### config.mk
export PLATFORM = sky130hd
export DESIGN_NAME = read_slave_scheduler
export DESIGN_NICKNAME = d
export VERILOG_FILES = /design/src/rtl/read_slave_scheduler_pkg.sv /design/src/rtl/read_slave_scheduler_rr_pick_comb.sv /design/src/rtl/read_slave_scheduler.sv
export SDC_FILE = /design/constraint.sdc
export NUM_CORES = 1
export LEC_CHECK = 0
export ABC_AREA = 1
export BUFFER_PORTS_ARGS = -buffer_cell sky130_fd_sc_hd__buf_2
export CAP_MARGIN = 20
export CORE_MARGIN = 8
export CORE_UTILIZATION = 60
export CTS_CLUSTER_DIAMETER = 50
export DETAILED_ROUTE_END_ITERATION = 10
export HOLD_SLACK_MARGIN = 0.08
export PLACE_DENSITY = 0.82
export SLEW_MARGIN = 20
export SYNTH_ARGS = -nofsm -noshare
export SYNTH_HDL_FRONTEND = slang
export SYNTH_SLANG_ARGS = --single-unit
export TNS_END_PERCENT = 100
### constraint.sdc
create_clock -name clk -period 2.4 [get_ports clk]
set_clock_uncertainty 0.1 [all_clocks]
set_input_delay 0.24 -clock clk [delete_from_list [all_inputs] [get_ports clk]]
set_output_delay 0.24 -clock clk [all_outputs]
set_load 0.02 [all_outputs]
### src/rtl/read_slave_scheduler_pkg.sv
// -----------------------------------------------------------------------------
// read_slave_scheduler_pkg
//   Shared types and helpers for the read-only crossbar slave schedulers.
//   - state_e     : scheduler FSM states.
//   - clog2_min1  : index width, never below one bit.
//   - rr_pick     : round-robin search (first set request from ptr upward,
//                   modulo n). Works on a fixed-width vector so any port count
//                   up to RR_MAX_W can share the same function.
// -----------------------------------------------------------------------------
package read_slave_scheduler_pkg;

    typedef enum logic [1:0] {
        IDLE      = 2'd0,
        ADDR      = 2'd1,
        WAIT_RESP = 2'd2
    } state_e;

    localparam int RR_MAX_W = 32;
    localparam int RR_IDX_W = 5;

    typedef struct packed {
        logic                valid;
        logic [RR_IDX_W-1:0] idx;
    } rr_pick_t;

    function automatic int clog2_min1(input int n);
        return (n <= 2) ? 1 : $clog2(n);
    endfunction

    // ptr must be < n and n <= RR_MAX_W. Candidate j = (ptr + k) mod n; the
    // first hit wins, so the search starts at ptr and wraps once.
    function automatic rr_pick_t rr_pick(input logic [RR_MAX_W-1:0] req,
                                         input int                  ptr,
                                         input int                  n);
        rr_pick_t r;
        int       j;
        r = '0;
        for (int k = 0; k < RR_MAX_W; k++) begin
            j = ptr + k;
            if (j >= n) j = j - n;
            if ((k < n) && !r.valid && req[j[RR_IDX_W-1:0]]) begin
                r.valid = 1'b1;
                r.idx   = j[RR_IDX_W-1:0];
            end
        end
        return r;
    endfunction

endpackage

### src/rtl/read_slave_scheduler_rr_pick_comb.sv
// -----------------------------------------------------------------------------
// read_slave_scheduler_rr_pick_comb
//   Combinational round-robin priority picker, NUM_PORTS wide.
//   Ports:
//     i_req     requests to choose from
//     i_ptr     index where the search starts (highest priority)
//     o_valid   at least one request set
//     o_idx     binary index of the winner
//     o_onehot  one-hot winner, zero when o_valid is low
// -----------------------------------------------------------------------------
module read_slave_scheduler_rr_pick_comb
    import read_slave_scheduler_pkg::*;
#(
    parameter int NUM_PORTS = 2,
    parameter int IDX_W     = 1
) (
    input  logic [NUM_PORTS-1:0] i_req,
    input  logic [IDX_W-1:0]     i_ptr,
    output logic                 o_valid,
    output logic [IDX_W-1:0]     o_idx,
    output logic [NUM_PORTS-1:0] o_onehot
);

    rr_pick_t w_pick;

    always_comb begin
        w_pick   = rr_pick(RR_MAX_W'(i_req), int'(i_ptr), NUM_PORTS);
        o_valid  = w_pick.valid;
        o_idx    = IDX_W'(w_pick.idx);
        o_onehot = w_pick.valid ? (NUM_PORTS'(1) << IDX_W'(w_pick.idx)) : '0;
    end

endmodule

### src/rtl/read_slave_scheduler.sv
// -----------------------------------------------------------------------------
// read_slave_scheduler
//   Shares one slave read port between NUM_PORTS masters. Ownership is locked
//   from grant until the slave's read response returns, so the crossbar can
//   route rdata back with grant_o. Round-robin between owners, at most
//   MAX_HOLD back-to-back transactions per owner while others wait, and a
//   forced release when no response arrives within TIMEOUT cycles.
//   Ports:
//     clk             clock, rising edge
//     reset           asynchronous, active-low reset
//     req_i           per-master level request
//     slave_gnt_i     slave accepted the owner's address this cycle
//     slave_rvalid_i  slave read data valid this cycle
//     grant_o         one-hot owner (registered), crossbar select
//     grant_idx_o     binary owner index
//     active_o        any grant set
//     timeout_o       one-cycle pulse in the cycle the response timer expires
// -----------------------------------------------------------------------------
module read_slave_scheduler
    import read_slave_scheduler_pkg::*;
#(
    parameter  int NUM_PORTS = 2,
    parameter  int MAX_HOLD  = 4,
    parameter  int TIMEOUT   = 16,
    localparam int IDX_W     = clog2_min1(NUM_PORTS)
) (
    input  logic                 clk,
    input  logic                 reset,
    input  logic [NUM_PORTS-1:0] req_i,
    input  logic                 slave_gnt_i,
    input  logic                 slave_rvalid_i,
    output logic [NUM_PORTS-1:0] grant_o,
    output logic [IDX_W-1:0]     grant_idx_o,
    output logic                 active_o,
    output logic                 timeout_o
);

    localparam int               HOLD_W     = clog2_min1(MAX_HOLD);
    localparam int               TIMER_W    = clog2_min1(TIMEOUT);
    localparam logic [HOLD_W-1:0]  HOLD_LAST  = HOLD_W'(MAX_HOLD - 1);
    localparam logic [TIMER_W-1:0] TIMER_LAST = TIMER_W'(TIMEOUT - 1);
    localparam logic [IDX_W-1:0]   IDX_LAST   = IDX_W'(NUM_PORTS - 1);

    state_e               r_state, w_state_nxt;
    logic [NUM_PORTS-1:0] r_grant, w_grant_nxt;
    logic [IDX_W-1:0]     r_idx,   w_idx_nxt;
    logic [IDX_W-1:0]     r_ptr,   w_ptr_nxt;
    logic [HOLD_W-1:0]    r_hold,  w_hold_nxt;
    logic [TIMER_W-1:0]   r_timer, w_timer_nxt;

    logic                 w_owner_req;
    logic [NUM_PORTS-1:0] w_others;
    logic                 w_any_other;
    logic [IDX_W-1:0]     w_ptr_after;
    logic [NUM_PORTS-1:0] w_pick_req;
    logic [IDX_W-1:0]     w_pick_ptr;
    logic                 w_pick_valid;
    logic [IDX_W-1:0]     w_pick_idx;
    logic [NUM_PORTS-1:0] w_pick_oh;
    logic                 w_release;
    logic                 w_timeout;

    always_comb begin
        w_owner_req = |(req_i & r_grant);
        w_others    = req_i & ~r_grant;
        w_any_other = |w_others;
        w_ptr_after = (r_idx == IDX_LAST) ? '0 : r_idx + IDX_W'(1);
        // IDLE arbitrates everyone from the stored pointer; a release in
        // WAIT_RESP hands over directly to the next other requester.
        if (r_state == IDLE) begin
            w_pick_req = req_i;
            w_pick_ptr = r_ptr;
        end else begin
            w_pick_req = w_others;
            w_pick_ptr = w_ptr_after;
        end
    end

    read_slave_scheduler_rr_pick_comb #(
        .NUM_PORTS (NUM_PORTS),
        .IDX_W     (IDX_W)
    ) u_pick (
        .i_req    (w_pick_req),
        .i_ptr    (w_pick_ptr),
        .o_valid  (w_pick_valid),
        .o_idx    (w_pick_idx),
        .o_onehot (w_pick_oh)
    );

    always_comb begin
        w_state_nxt = r_state;
        w_grant_nxt = r_grant;
        w_idx_nxt   = r_idx;
        w_ptr_nxt   = r_ptr;
        w_hold_nxt  = r_hold;
        w_timer_nxt = r_timer;
        w_release   = 1'b0;
        w_timeout   = 1'b0;

        case (r_state)
            IDLE: begin
                if (w_pick_valid) begin
                    w_state_nxt = ADDR;
                    w_grant_nxt = w_pick_oh;
                    w_idx_nxt   = w_pick_idx;
                    w_hold_nxt  = '0;
                end
            end

            ADDR: begin
                // A slave grant is only meaningful while the owner still asks.
                if (!w_owner_req) begin
                    w_state_nxt = IDLE;
                    w_grant_nxt = '0;
                    w_idx_nxt   = '0;
                    w_ptr_nxt   = w_ptr_after;
                end else if (slave_gnt_i) begin
                    w_state_nxt = WAIT_RESP;
                    w_timer_nxt = '0;
                end
            end

            WAIT_RESP: begin
                // rvalid is checked first so it wins over a same-cycle expiry.
                if (slave_rvalid_i) begin
                    if (w_owner_req && ((r_hold != HOLD_LAST) || !w_any_other)) begin
                        w_state_nxt = ADDR;
                        if (r_hold != HOLD_LAST) w_hold_nxt = r_hold + HOLD_W'(1);
                    end else begin
                        w_release = 1'b1;
                    end
                end else if (r_timer == TIMER_LAST) begin
                    w_timeout = 1'b1;
                    w_release = 1'b1;
                end else begin
                    w_timer_nxt = r_timer + TIMER_W'(1);
                end

                if (w_release) begin
                    w_ptr_nxt  = w_ptr_after;
                    w_hold_nxt = '0;
                    if (w_pick_valid) begin
                        w_state_nxt = ADDR;
                        w_grant_nxt = w_pick_oh;
                        w_idx_nxt   = w_pick_idx;
                    end else begin
                        w_state_nxt = IDLE;
                        w_grant_nxt = '0;
                        w_idx_nxt   = '0;
                    end
                end
            end

            default: begin
                w_state_nxt = IDLE;
                w_grant_nxt = '0;
                w_idx_nxt   = '0;
            end
        endcase
    end

    always_ff @(posedge clk or negedge reset) begin
        if (!reset) begin
            r_state <= IDLE;
            r_grant <= '0;
            r_idx   <= '0;
            r_ptr   <= '0;
            r_hold  <= '0;
            r_timer <= '0;
        end else begin
            r_state <= w_state_nxt;
            r_grant <= w_grant_nxt;
            r_idx   <= w_idx_nxt;
            r_ptr   <= w_ptr_nxt;
            r_hold  <= w_hold_nxt;
            r_timer <= w_timer_nxt;
        end
    end

    assign grant_o     = r_grant;
    assign grant_idx_o = r_idx;
    assign active_o    = |r_grant;
    assign timeout_o   = w_timeout;

endmodule

==> results.cfg, run 1 <==
[finish]
diodes = 0
nFillCells = 115
seqCellArea_sq_um = 275
multi_input_area_sq_um = 541
nNetsFinal = 145
area_growth_pct = 11.2
drive_above_1_share = 0.260
finalNonFillerCells = 147

[setup_path]
crit_required_ns = 2.06
criticalPathCategory = reg -> out
cp.arrival_ns = 1.70
reg2reg_depth = 8
worst_setup_path_end_kind = primary output
critPathCapture = timeout_o
worstReg2RegEnd = r_timer[2]$_DFFE_PN0P_
r2r_start = r_state[0]$_DFFE_PN0P_
path_max_fanout = 7
rrSetupSlack_ns = 0.65
start_kind = flop
crit_start = r_state[0]$_DFFE_PN0P_

[floorplanning]
io_pins = 11
rows = 14
start_util = 0.613
die_w_microns = 54.3
die_h_microns = 54.3
die-area_sq_um = 2950
core_area_sq_um = 1440

[global_routing]
grt_max_degree = 12
grt_first_pass_wirelength_microns = 3280
track_usage = 0.151
first_global_vias = 793
antenna_found_initial = 0
overflow = 0

[place]
pre_cts_ws_ns = 0.683
dp_hpwl_microns = 1470
io_buffer_count = 10
dp.cells = 142
gp_congestion = 0.919

[route]
first_pass_iters = 4
wl_per_cell_microns = 13.0
drt_iter0_drc = 25
ant_nets = 0
drc = 0
num_vias = 819
via_per_inst = 5.57
drt_wl_total_microns = 1910

[sta]
rsz0062_at_grt = false
final.setup.worst_slack_ns = 0.364
min_period_ns = 2.04
finalSetupTns_ns = 0
final-setup-viol-count = 0
period_share = 0.848
slew_viol_final = 0
relSlewSlack = 0.774
worst_pin_slew_ns = 0.339
hold_viol_final = 0
whs_ns = 0.249
timing.fmax_mhz = 491

[logic_synthesis]
ys_types = 25
avgSynthCellArea_sq_um = 7.53
postSynthCellCount = 117
ys_seq_area_frac = 0.313
ys_ff_latch = 11
syn_nets = 130
synth_area_sq_um = 881
yosys_warnings = 0

[run_status]
outcome = finished clean

[flow_run]
drv_cap = 0

[clock_tree]
cts_sinks = 11
clk_pin_slew_ns = 0.08
clk-insertion-delay-late_ns = 0.29
cts_buffers = 3
cts.htree.levels = 1
ctsHoldBuffers = 1
cts_resized = 0
tritoncts = yes
max-clock-path-buffers = 2
cts_root_buf = clkbuf_4
cts_setup_buffers = 0

[power]
vdd_ir_drop_max_uv = 766
p_leak_uw = 0.000544
power.density_nw_per_um2 = 1030

[worst_hold_path]
min-delay-path-class = in -> async
## state kept, by name (all words and copies together), names as in the netlist
| signal | count |
|---|---|
| r_ptr | 1 |
| r_timer | 4 |
| r_hold | 2 |
| grant_o | 2 |
| r_state | 2 |
## cell type report
cell class	instances	area share
multi-input combinational	90	0.552
tap	16	0.0204
inverter	15	0.0587
clock buffer	4	0.0268
timing repair buffer	11	0.0613
sequential	11	0.281
## layer usage
metal / vias to the layer above / share of wire / wire length [microns] / GRT usage
li1: 412 / - / - / -
met5: - / 0 / 0 / 0
met2: 23 / 0.46 / 874 / 0.248
met3: 5 / 0.052 / 99 / 0.0353
met1: 379 / 0.47 / 888 / 0.173
met4: 0 / 0.023 / 44 / 0.0902
## where the power goes
part	switching (uW)	total (uW)	internal (uW)	leakage (uW)
registers	46.6	276	229	0.000147
logic	397	596	198	0.000382
clock network	73.0	138	64.8	0.0000150
total	517	1010	492	0.000544
## cells in the final DEF, fill, tap and decap left out, types with 3 or more instances in the layout
cell type / synthesis / routed
nor2_1: 8 / 8
o21ai_1: 3 / 3
a21oi_2: 3 / 3
clkbuf_4: 0 / 3
nand2_1: 34 / 34
nand4_1: 4 / 4
dfrtp_1: 11 / 11
ha_1: 7 / 7
nand2_2: 3 / 3
nand3_2: 5 / 5
o21ai_0: 4 / 4
inv_1: 12 / 12
nand3_1: 5 / 5
buf_2: 0 / 10
## logic make-up (layout without fill, tap and decap cells)
kind of cell	Yosys count	after routing	share of synthesized area
AND/OR/NAND/NOR	66	66	0.388
AO/OA/AOI/OAI	16	16	0.116
buffers and inverters	16	30	0.0739
flip-flops	11	11	0.312
adder cells (fa/ha/maj)	7	7	0.0994
XOR/XNOR	1	1	0.00994
## worst min path at each step
stage               start                endpoint  slack [ns]  cells after the start
floorplan           reset  grant_o[0]$_DFFE_PN0P_       -0.16                      0
global route        reset  r_timer[3]$_DFFE_PN0P_        0.30                      2
CTS                 reset  r_timer[2]$_DFFE_PN0P_        0.26                      2
detailed placement  reset  grant_o[1]$_DFFE_PN0P_        0.03                      1
finish              reset  grant_o[1]$_DFFE_PN0P_        0.25                      2
global placement    reset  grant_o[1]$_DFFE_PN0P_        0.03                      1
## per-stage QoR
step	power (uW)	utilization	area, sq um
final	1010	0.682	980
after floorplan	737	-	881
after global routing	1100	0.682	980
after detailed placement	865	0.657	943
after global placement	846	0.657	943
after CTS	1010	0.682	980
## synth_stat cells
master,number,area share
a21oi_1,2,0.011
a21oi_2,3,0.030
a31oi_1,1,0.0071
buf_4,1,0.0085
clkinv_2,1,0.0057
dfrtp_1,11,0.31
ha_1,7,0.099
inv_1,12,0.051
inv_2,2,0.0085
nand2_1,34,0.14
nand2_2,3,0.021
nand3_1,5,0.028
nand3_2,5,0.057
nand3_4,2,0.040
nand4_1,4,0.028
nor2_1,8,0.034
nor2_2,2,0.014
nor3_1,1,0.0057
o21ai_0,4,0.023
o21ai_1,3,0.017
o21ai_2,2,0.020
o21bai_1,1,0.0085
or2_0,1,0.0071
or2_2,1,0.0071
xor2_1,1,0.0099
## worst max-delay path, cell delays in order (launching register included)
cell	delay, ns
dfrtp_1	0.43
inv_1	0.13
ha_1	0.37
inv_2	0.11
nor3_1	0.17
buf_2	0.19
No activity file was read; power rests on OpenSTA's default activity.
==> inputs of run 2 (changes only) <==
--- a/config.mk
+++ b/config.mk
@@ -9,11 +9,11 @@
 export BUFFER_PORTS_ARGS = -buffer_cell sky130_fd_sc_hd__buf_2
 export CAP_MARGIN = 20
 export CORE_MARGIN = 8
-export CORE_UTILIZATION = 60
+export CORE_UTILIZATION = 50
 export CTS_CLUSTER_DIAMETER = 50
 export DETAILED_ROUTE_END_ITERATION = 10
 export HOLD_SLACK_MARGIN = 0.08
-export PLACE_DENSITY = 0.82
+export PLACE_DENSITY = 0.73
 export SLEW_MARGIN = 20
 export SYNTH_ARGS = -nofsm -noshare
 export SYNTH_HDL_FRONTEND = slang
==> constraint.sdc (replaced) <==
create_clock -name clk -period 1.82 [get_ports clk]
set_clock_uncertainty 0.1 [all_clocks]
set_input_delay 0.182 -clock clk [delete_from_list [all_inputs] [get_ports clk]]
set_output_delay 0.182 -clock clk [all_outputs]
set_load 0.02 [all_outputs]
==> results.cfg, run 2 (synthesis gave the netlist of run 1 again) <==
[setup_path]
worst_path_largest_cell_delay_ns = 0.44
r2r_start = r_state[1]$_DFFE_PN0P_
start_kind = flop
rrSetupSlack_ns = 0.14
critPathCapture = timeout_o
crit_slowest_cell = dfrtp_1
worst_setup_path_end_kind = primary output
path_max_fanout = 7
critPathMostFrequentCell = inv_2
crit_chain = inv_2 > ha_4 > inv_2 > nor3_1 > buf_2
crit_start = r_state[0]$_DFFE_PN0P_
criticalPathCategory = reg -> out
worstReg2RegEnd = r_state[0]$_DFFE_PN0P_
reg2reg_depth = 8
cp.arrival_ns = 1.46
crit_required_ns = 1.54

[sta]
final.setup.worst_slack_ns = 0.0807
rsz0062_at_grt = false
slew_viol_final = 0
final-setup-viol-count = 0
period_share = 0.956
whs_ns = 0.207
worst_pin_slew_ns = 0.266
relSlewSlack = 0.823
hold_viol_final = 0
timing.fmax_mhz = 575
min_period_ns = 1.74
finalSetupTns_ns = 0

[power]
power.density_nw_per_um2 = 1350
vdd_ir_drop_max_uv = 650
p_leak_uw = 0.000543
p_int_uw = 670
p_comb_frac = 0.604
sw_frac_of_total = 0.507
pwr-share-seq = 0.268
fin_total_pwr_uw = 1360
power_frac_clock = 0.128
p_sw_uw = 689

[route]
drc = 0
drt_iter0_drc = 15
ant_nets = 0
via_per_inst = 5.23
first_pass_iters = 4
drt_wl_total_microns = 1810
wl_per_cell_microns = 12.2
num_vias = 774

[global_routing]
antenna_found_initial = 0
overflow = 0
grtUsageMet2 = 0.201
first_global_vias = 736
grt_busiest_layer = met2
grt_max_degree = 12
met3_usage = 0.0375
track_usage = 0.128
grt_first_pass_wirelength_microns = 3340
met1_usage = 0.154

[floorplanning]
io_pins = 11
core_area_sq_um = 1690
start_util = 0.521
die_w_microns = 58.0
die-area_sq_um = 3360
rows = 15
die_h_microns = 58.0

[clock_tree]
cts_root_buf = clkbuf_4
tritoncts = yes
cts_sinks = 11
cts_buffers = 3
clk-insertion-delay-late_ns = 0.27
max-clock-path-buffers = 2
cts.htree.levels = 1
clk_pin_slew_ns = 0.07

[place]
postPlaceCellArea_sq_um = 945
gp_congestion = 0.836
dp_hpwl_microns = 1460
pre_cts_ws_ns = 0.0473
io_buffer_count = 10

[finish]
mostFrequentLayoutCell = nand2_1
nNetsFinal = 145
diodes = 0
drive_above_1_share = 0.290
largest_reg_flops = 4
regMostFlops = r_timer
finalInstanceArea_sq_um = 1000
layout_common_cells = 33 x nand2_1, 11 x inv_1, 11 x dfrtp_1
area_growth_pct = 14.1

[run_status]
outcome = finished clean

[flow_run]
drv_cap = 0

[worst_hold_path]
min-delay-path-class = in -> async
==> run 2: power by group through the flow <==
stage | combinational [uW] | clock, uW | sequential, uW
floorplan | 599 | 0 | 373
global placement | 758 | 0 | 360
detailed placement | 773 | 0 | 366
CTS | 801 | 180 | 364
global route | 925 | 190 | 378
finish | 821 | 173 | 365
==> run 2: cell type report <==
cell class	instances	area, sq um
fill	156	684
multi-input combinational	90	564
sequential	11	275
timing repair buffer	11	60.1
inverter	15	57.6
clock buffer	4	26.3
tap	17	21.3
==> run 2: how the worst min path moves through the flow <==
stage | end | cells past startpoint | slack, ns | from
after floorplan | grant_o[0]$_DFFE_PN0P_ | 0 | -0.21 | reset
after global placement | grant_o[1]$_DFFE_PN0P_ | 1 | -0.03 | reset
after detailed placement | grant_o[1]$_DFFE_PN0P_ | 1 | -0.03 | reset
after CTS | grant_o[1]$_DFFE_PN0P_ | 2 | 0.21 | reset
after global routing | grant_o[1]$_DFFE_PN0P_ | 2 | 0.24 | reset
final | grant_o[1]$_DFFE_PN0P_ | 2 | 0.21 | reset
==> run 2: per-layer routing <==
layer | up-vias | part of all wire
met5 | - | 0
met4 | 0 | 0.017
met3 | 7 | 0.048
met2 | 18 | 0.43
met1 | 341 | 0.50
li1 | 408 | -
==> run 2: worst max-delay path, delay by kind of cell, from the launching register on <==
family        cells  cell delay [ns]
simple gates      1             0.16
buf+inv           3             0.38
fa+ha+maj         1             0.21
flops             1             0.44
==> run 2: repair_timing <==
action / CTS / global route
gates cloned: 0 / 0
hold endpoints to repair: 11 / 0
buffers inserted: 0 / 0
hold buffers: 1 / 0
pin swaps: 0 / 0
resized for setup: 3 / 4
setup endpoints to repair: 1 / 6
==> run 2: per-stage QoR <==
step                instances  utilization
CTS                       148        0.591
global route              148        0.595
detailed placement        143        0.559
finish                    148        0.595
global placement          143        0.559
floorplan                 117            -
